<file path="src/rtl/btn_debounce_pkg.sv">
// ============================================================================
// btn_debounce_pkg : shared state encoding for the button debounce channels
// Rev 1.0 - initial release
// ============================================================================
`default_nettype none

package btn_debounce_pkg;

  localparam int NB_STATE = 2;

  typedef enum logic [NB_STATE-1:0] {
    S_RELEASED     = 2'b00,
    S_PRESS_WAIT   = 2'b01,
    S_PRESSED      = 2'b10,
    S_RELEASE_WAIT = 2'b11
  } state_t;

endpackage : btn_debounce_pkg

`default_nettype wire

</file>
<file path="src/rtl/btn_debounce_ch.sv">
// ============================================================================
// btn_debounce_ch : one button channel - 2-FF sync, counter filter, press pulse
// Rev 1.0 - initial release
// ============================================================================
`default_nettype none

module btn_debounce_ch
  import btn_debounce_pkg::*;
#(
  parameter int DEBOUNCE_CYCLES = 1000000
) (
  input  logic clk,
  input  logic i_rst,
  input  logic i_btn,
  output logic o_btn_pulse,
  output logic o_btn_level
);

  localparam int NB_CNT = $clog2(DEBOUNCE_CYCLES + 1);
  localparam logic [NB_CNT-1:0] c_cnt_last = NB_CNT'(DEBOUNCE_CYCLES - 1);
  localparam logic [NB_CNT-1:0] c_cnt_one  = NB_CNT'(1);

  logic              r_sync1;
  logic              r_sync2;
  state_t            r_state;
  state_t            w_state_next;
  logic [NB_CNT-1:0] r_cnt;
  logic [NB_CNT-1:0] w_cnt_next;
  logic              w_pulse_next;
  logic              w_level_next;

  always_ff @(posedge clk or posedge i_rst) begin
    if (i_rst) begin
      r_sync1     <= 1'b0;
      r_sync2     <= 1'b0;
      r_state     <= S_RELEASED;
      r_cnt       <= '0;
      o_btn_pulse <= 1'b0;
      o_btn_level <= 1'b0;
    end else begin
      r_sync1     <= i_btn;
      r_sync2     <= r_sync1;
      r_state     <= w_state_next;
      r_cnt       <= w_cnt_next;
      o_btn_pulse <= w_pulse_next;
      o_btn_level <= w_level_next;
    end
  end

  // The counter is cleared on every exit from a wait state, so any bounce
  // restarts the qualification window and the count can never wrap.
  always_comb begin
    w_state_next = r_state;
    w_cnt_next   = '0;
    w_pulse_next = 1'b0;
    case (r_state)
      S_RELEASED: begin
        if (r_sync2) begin
          w_state_next = S_PRESS_WAIT;
          w_cnt_next   = c_cnt_one;
        end
      end
      S_PRESS_WAIT: begin
        if (!r_sync2) begin
          w_state_next = S_RELEASED;
        end else if (r_cnt == c_cnt_last) begin
          w_state_next = S_PRESSED;
          w_pulse_next = 1'b1;
        end else begin
          w_cnt_next   = r_cnt + c_cnt_one;
        end
      end
      S_PRESSED: begin
        if (!r_sync2) begin
          w_state_next = S_RELEASE_WAIT;
          w_cnt_next   = c_cnt_one;
        end
      end
      S_RELEASE_WAIT: begin
        if (r_sync2) begin
          w_state_next = S_PRESSED;
        end else if (r_cnt == c_cnt_last) begin
          w_state_next = S_RELEASED;
        end else begin
          w_cnt_next   = r_cnt + c_cnt_one;
        end
      end
      default: begin
        w_state_next = S_RELEASED;
      end
    endcase
    w_level_next = (w_state_next == S_PRESSED) || (w_state_next == S_RELEASE_WAIT);
  end

endmodule : btn_debounce_ch

`default_nettype wire

</file>
<file path="src/rtl/btn_debounce.sv">
// ============================================================================
// btn_debounce : NB_BTN independent debounced channels feeding the ALU loads
// Rev 1.0 - initial release
// ============================================================================
`default_nettype none

module btn_debounce
  import btn_debounce_pkg::*;
#(
  parameter int NB_BTN          = 3,
  parameter int DEBOUNCE_CYCLES = 1000000
) (
  input  logic              clk,
  input  logic              i_rst,
  input  logic [NB_BTN-1:0] i_btn,
  output logic [NB_BTN-1:0] o_btn_pulse,
  output logic [NB_BTN-1:0] o_btn_level
);

  for (genvar gi = 0; gi < NB_BTN; gi++) begin : g_ch
    btn_debounce_ch #(
      .DEBOUNCE_CYCLES(DEBOUNCE_CYCLES)
    ) u_ch (
      .clk        (clk),
      .i_rst      (i_rst),
      .i_btn      (i_btn[gi]),
      .o_btn_pulse(o_btn_pulse[gi]),
      .o_btn_level(o_btn_level[gi])
    );
  end

endmodule : btn_debounce

`default_nettype wire
</file>
<file path="config.mk">
export PLATFORM = sky130hd
export DESIGN_NAME = btn_debounce
export DESIGN_NICKNAME = d
export VERILOG_FILES = /design/src/rtl/btn_debounce_pkg.sv /design/src/rtl/btn_debounce_ch.sv /design/src/rtl/btn_debounce.sv
export SDC_FILE = /design/constraint.sdc
export NUM_CORES = 1
export LEC_CHECK = 0
export BUFFER_PORTS_ARGS = -buffer_cell sky130_fd_sc_hd__buf_2
export CAP_MARGIN = 25
export CORE_ASPECT_RATIO = 1.75
export CORE_MARGIN = 2
export CORE_UTILIZATION = 45
export CTS_CLUSTER_DIAMETER = 100
export DETAILED_ROUTE_END_ITERATION = 10
export GPL_TIMING_DRIVEN = 1
export HOLD_SLACK_MARGIN = 0.12
export PLACE_DENSITY = 0.66
export SLEW_MARGIN = 20
export SYNTH_ARGS = -nofsm -noshare
export SYNTH_HDL_FRONTEND = slang
export SYNTH_SLANG_ARGS = --single-unit
export TNS_END_PERCENT = 100
</file>
<file path="constraint.sdc">
create_clock -name clk -period 4 [get_ports clk]
set_input_delay 0 -clock clk [delete_from_list [all_inputs] [get_ports clk]]
set_output_delay 0 -clock clk [all_outputs]
set_load 0.01 [all_outputs]
</file>
==> out/results.tsv <==
stage	metric	value	unit
timing	Fmax	439.5	MHz
cts	CTS H-tree depth	3	
die	die width	71.94	um
global_route	GRT Util Overall	16.05	%
routing	via density per instance	5.624	
cts	root buffer cell	clkbuf_16	
cells_and_area	post-route cell area	4058	um2
placement	Cell Area, Placed	3717	um2
die	die area	8840	um2
setup_path	CP max stage delay	0.60	ns
global_route	vias in the first global route	2477	
die	core area	7909	um2
setup_path	crit-path leading delay family	simple AND/OR/NAND/NOR gates	
cells_and_area	final-stage net count	373	
synthesis	Async S/R FF share, synth	100.0	%
synthesis	post-synthesis sequential area ratio	53.70	%
timing	Final setup violation count	0	
synthesis	number of different library cells in the post-synthesis netlist	38	
timing	RSZ-0062 raised after global routing	false	
worst_hold_path	Min-Delay Path Class	in2async	
synthesis	Post-Syn Instances	355	
placement	pre-CTS setup slack	1.792	ns
setup_path	Critical Path End Type	flip-flop	
routing	final WL	6443	um
timing	Least-Margin Pin Slew	0.6346	ns
die	Die Height	122.9	um
routing	DR DRC count	0	
global_route	initial antenna violation count	0	
global_route	GRT overflow	0	
power_and_ir_drop	total power	1.658	mW
global_route	largest net degree at the start of global routing	45	
synthesis	Yosys reg bits	78	
cts	CTS Buf Count	9	
setup_path	Buf+Inv Stages, Crit Path	0	
cts	clk sinks	78	
power_and_ir_drop	LEAKAGE	1.682	nW
routing	DR vias	2587	
die	Initial Util	45.96	%
setup_path	CP cell instances	ha_1 -> nand3_1 -> nor4_1 -> a211o_1 -> nor2_1	
cells_and_area	Finished Core Util	51.31	%
routing	Iter 0 DRT Violations	143	
timing	Setup TNS	0	ns
cts	clock slew at reported path FFs	0.06	ns
cells_and_area	Finished Layout Cells	460	
synthesis	Post-Syn Area	3635	um2
routing	WL per Instance	14.01	um
timing	fin worst setup slack	1.725	ns
synthesis	Post-Synthesis Net Count	363	
synthesis	most frequently used flop master after synthesis	dfrtp_1	
flow_run	max cap viols	0	
setup_path	Req. time, crit path	4.19	ns
timing	Slew Limit Fails	0	
synthesis	Ys Warns	0	
timing	post-route clock period utilization	56.88	%
power_and_ir_drop	worst vdd ir	196.2	uV
synthesis	top-area cell type share of the netlist area	53.70	%
global_route	first-pass GRT wire length	11020	um
setup_path	crit path DAT	2.47	ns
setup_path	CP Max Fanout	19	
outcome	run status	completed	
synthesis	number of synthesized flops with an enable pin	0	
cts	hold_buf cts	4	
cts	worst-case clock buffer depth	2	
timing	Fin Clk Skew	0.006676	ns
synthesis	leading area contributor after synthesis	dfrtp_1	
synthesis	syn avg cell area	10.24	um2
synthesis	top cells by area, synth	dfrtp_1 54%, xnor2_1 5.1%, nor2_1 4.9%	
power_and_ir_drop	power density over cell area	408.6	nW/um2
timing	Worst Hold Slack	0.2491	ns
cts	Clk Latency, worst-skew pair	0.33	ns
cts	Setup Buffers After CTS	0	
placement	placed insts	440	
routing	post-route ant nets	0	
cells_and_area	Area Growth Syn to Fin	11.64	%
routing	drt pass-1 iters	7	
cells_and_area	fraction of layout cells with a size suffix above 1	10.54	%
cells_and_area	antenna fix cells	0	
placement	global placement routability congestion	0.7566	
die	top-level I/O count	11	
setup_path	slowest stage cell, crit path	a211o_1	
die	row count	43	
cts	CTS resizes	0	
timing	crit path time final	2.275	ns
setup_path	Worst Setup Path Type	reg2reg	
placement	number of port buffers	10	
placement	detailed-placement wirelength estimate	4325	um
timing	final hold vios	0	
cts	CTS tree	built	
setup_path	critical path startpoint category	flip-flop	
timing	worst rel slew slack	57.70	%
## final timing paths
| check | startpoint | endpoint | slack [ns] | cells after the start |
|---|---|---|---|---|
| worst min register to register | g_ch[1].u_ch.r_sync1 | g_ch[1].u_ch.r_sync2 | 0.35 | 0 |
| worst max register to register | g_ch[1].u_ch.r_cnt[0] | g_ch[1].u_ch.r_cnt[15] | 1.72 | 5 |
| max in group asynchronous | i_rst | g_ch[1].u_ch.r_cnt[0] | 2.78 | 4 |
| worst min-delay path | i_rst | g_ch[1].u_ch.r_cnt[18] | 0.25 | 3 |
| worst max-delay path | g_ch[1].u_ch.r_cnt[0] | g_ch[1].u_ch.r_cnt[15] | 1.72 | 5 |
| min in group clk | i_btn[1] | g_ch[1].u_ch.r_sync1 | 0.31 | 2 |
## power by group
part           switching [mW]  leakage (nW)  internal [mW]
sequential            0.00702          1.06          0.798
combinational          0.0308         0.470         0.0121
clock                   0.309         0.150          0.501
total                   0.347          1.68           1.31
## per-layer routing
layer	track usage [%]	part of all wire, %
met1	18.79	44
met2	27.03	53
met3	3.667	2.0
met4	8.608	1.1
met5	0	0
## worst reg2reg max path, stage by stage (launching register included)
cell and delay (ns):
dfrtp_1 0.39, ha_1 0.21, nand3_1 0.25, nor4_1 0.57, a211o_1 0.60, nor2_1 0.12
## final cells by class
class,instances,area (um2)
repair buffers,15,97.59
clock inverters,5,57.56
multi-input cells,245,1534
well taps,90,112.6
fillers,725,3851
flip-flops and latches,78,1952
inverters,16,61.31
clock buffers,11,242.7
## layout by cell type (no fill, tap or decap), types with 5 or more instances in the layout
| cell type | Yosys | layout |
|---|---|---|
| a21oi_1 | 18 | 18 |
| and3_1 | 5 | 5 |
| and4_1 | 9 | 9 |
| buf_2 | 5 | 10 |
| clkbuf_16 | 0 | 9 |
| dfrtp_1 | 78 | 78 |
| inv_1 | 16 | 15 |
| mux2_2 | 6 | 6 |
| nand2_1 | 15 | 15 |
| nand3_1 | 17 | 17 |
| nand4_1 | 15 | 15 |
| nor2_1 | 47 | 47 |
| nor3_1 | 6 | 6 |
| nor4_1 | 6 | 6 |
| o21ai_0 | 13 | 13 |
| or3_1 | 12 | 12 |
| or4_1 | 9 | 9 |
| xnor2_1 | 21 | 21 |
| xor2_1 | 18 | 18 |
## logic make-up (layout without fill, tap and decap cells)
| family | Yosys count | after routing | share of synthesized area (%) |
|---|---|---|---|
| simple gates | 154 | 154 | 23.06 |
| flops | 78 | 78 | 53.70 |
| mux | 6 | 6 | 1.859 |
| xor+xnor | 39 | 39 | 9.398 |
| fa+ha+maj | 3 | 3 | 1.033 |
| buf+inv | 32 | 47 | 4.096 |
| compound gates | 43 | 43 | 6.851 |
## synthesized netlist by cell type, types with 2 or more instances
cell type / number
or4_1: 9
buf_4: 6
inv_1: 16
o21ai_0: 13
nand4_1: 15
nand2_1: 15
nand3_1: 17
or3_1: 12
nor2_1: 47
o31ai_1: 4
mux2_2: 6
xnor2_1: 21
a211oi_1: 2
nor4_1: 6
a21oi_1: 18
buf_2: 5
and4_1: 9
a211o_1: 3
nor3b_1: 3
buf_1: 2
nor3_1: 6
clkbuf_1: 3
xor2_1: 18
and2_1: 2
dfrtp_1: 78
ha_1: 3
and3_1: 5
## state kept, by name, indices dropped and copies added (netlist names)
signal	count
g_ch.u_ch.r_state	6
g_ch.u_ch.r_sync1	3
g_ch.u_ch.o_btn_pulse	3
g_ch.u_ch.r_sync2	3
g_ch.u_ch.o_btn_level	3
g_ch.u_ch.r_cnt	60
No activity file was read; power rests on OpenSTA's default activity.
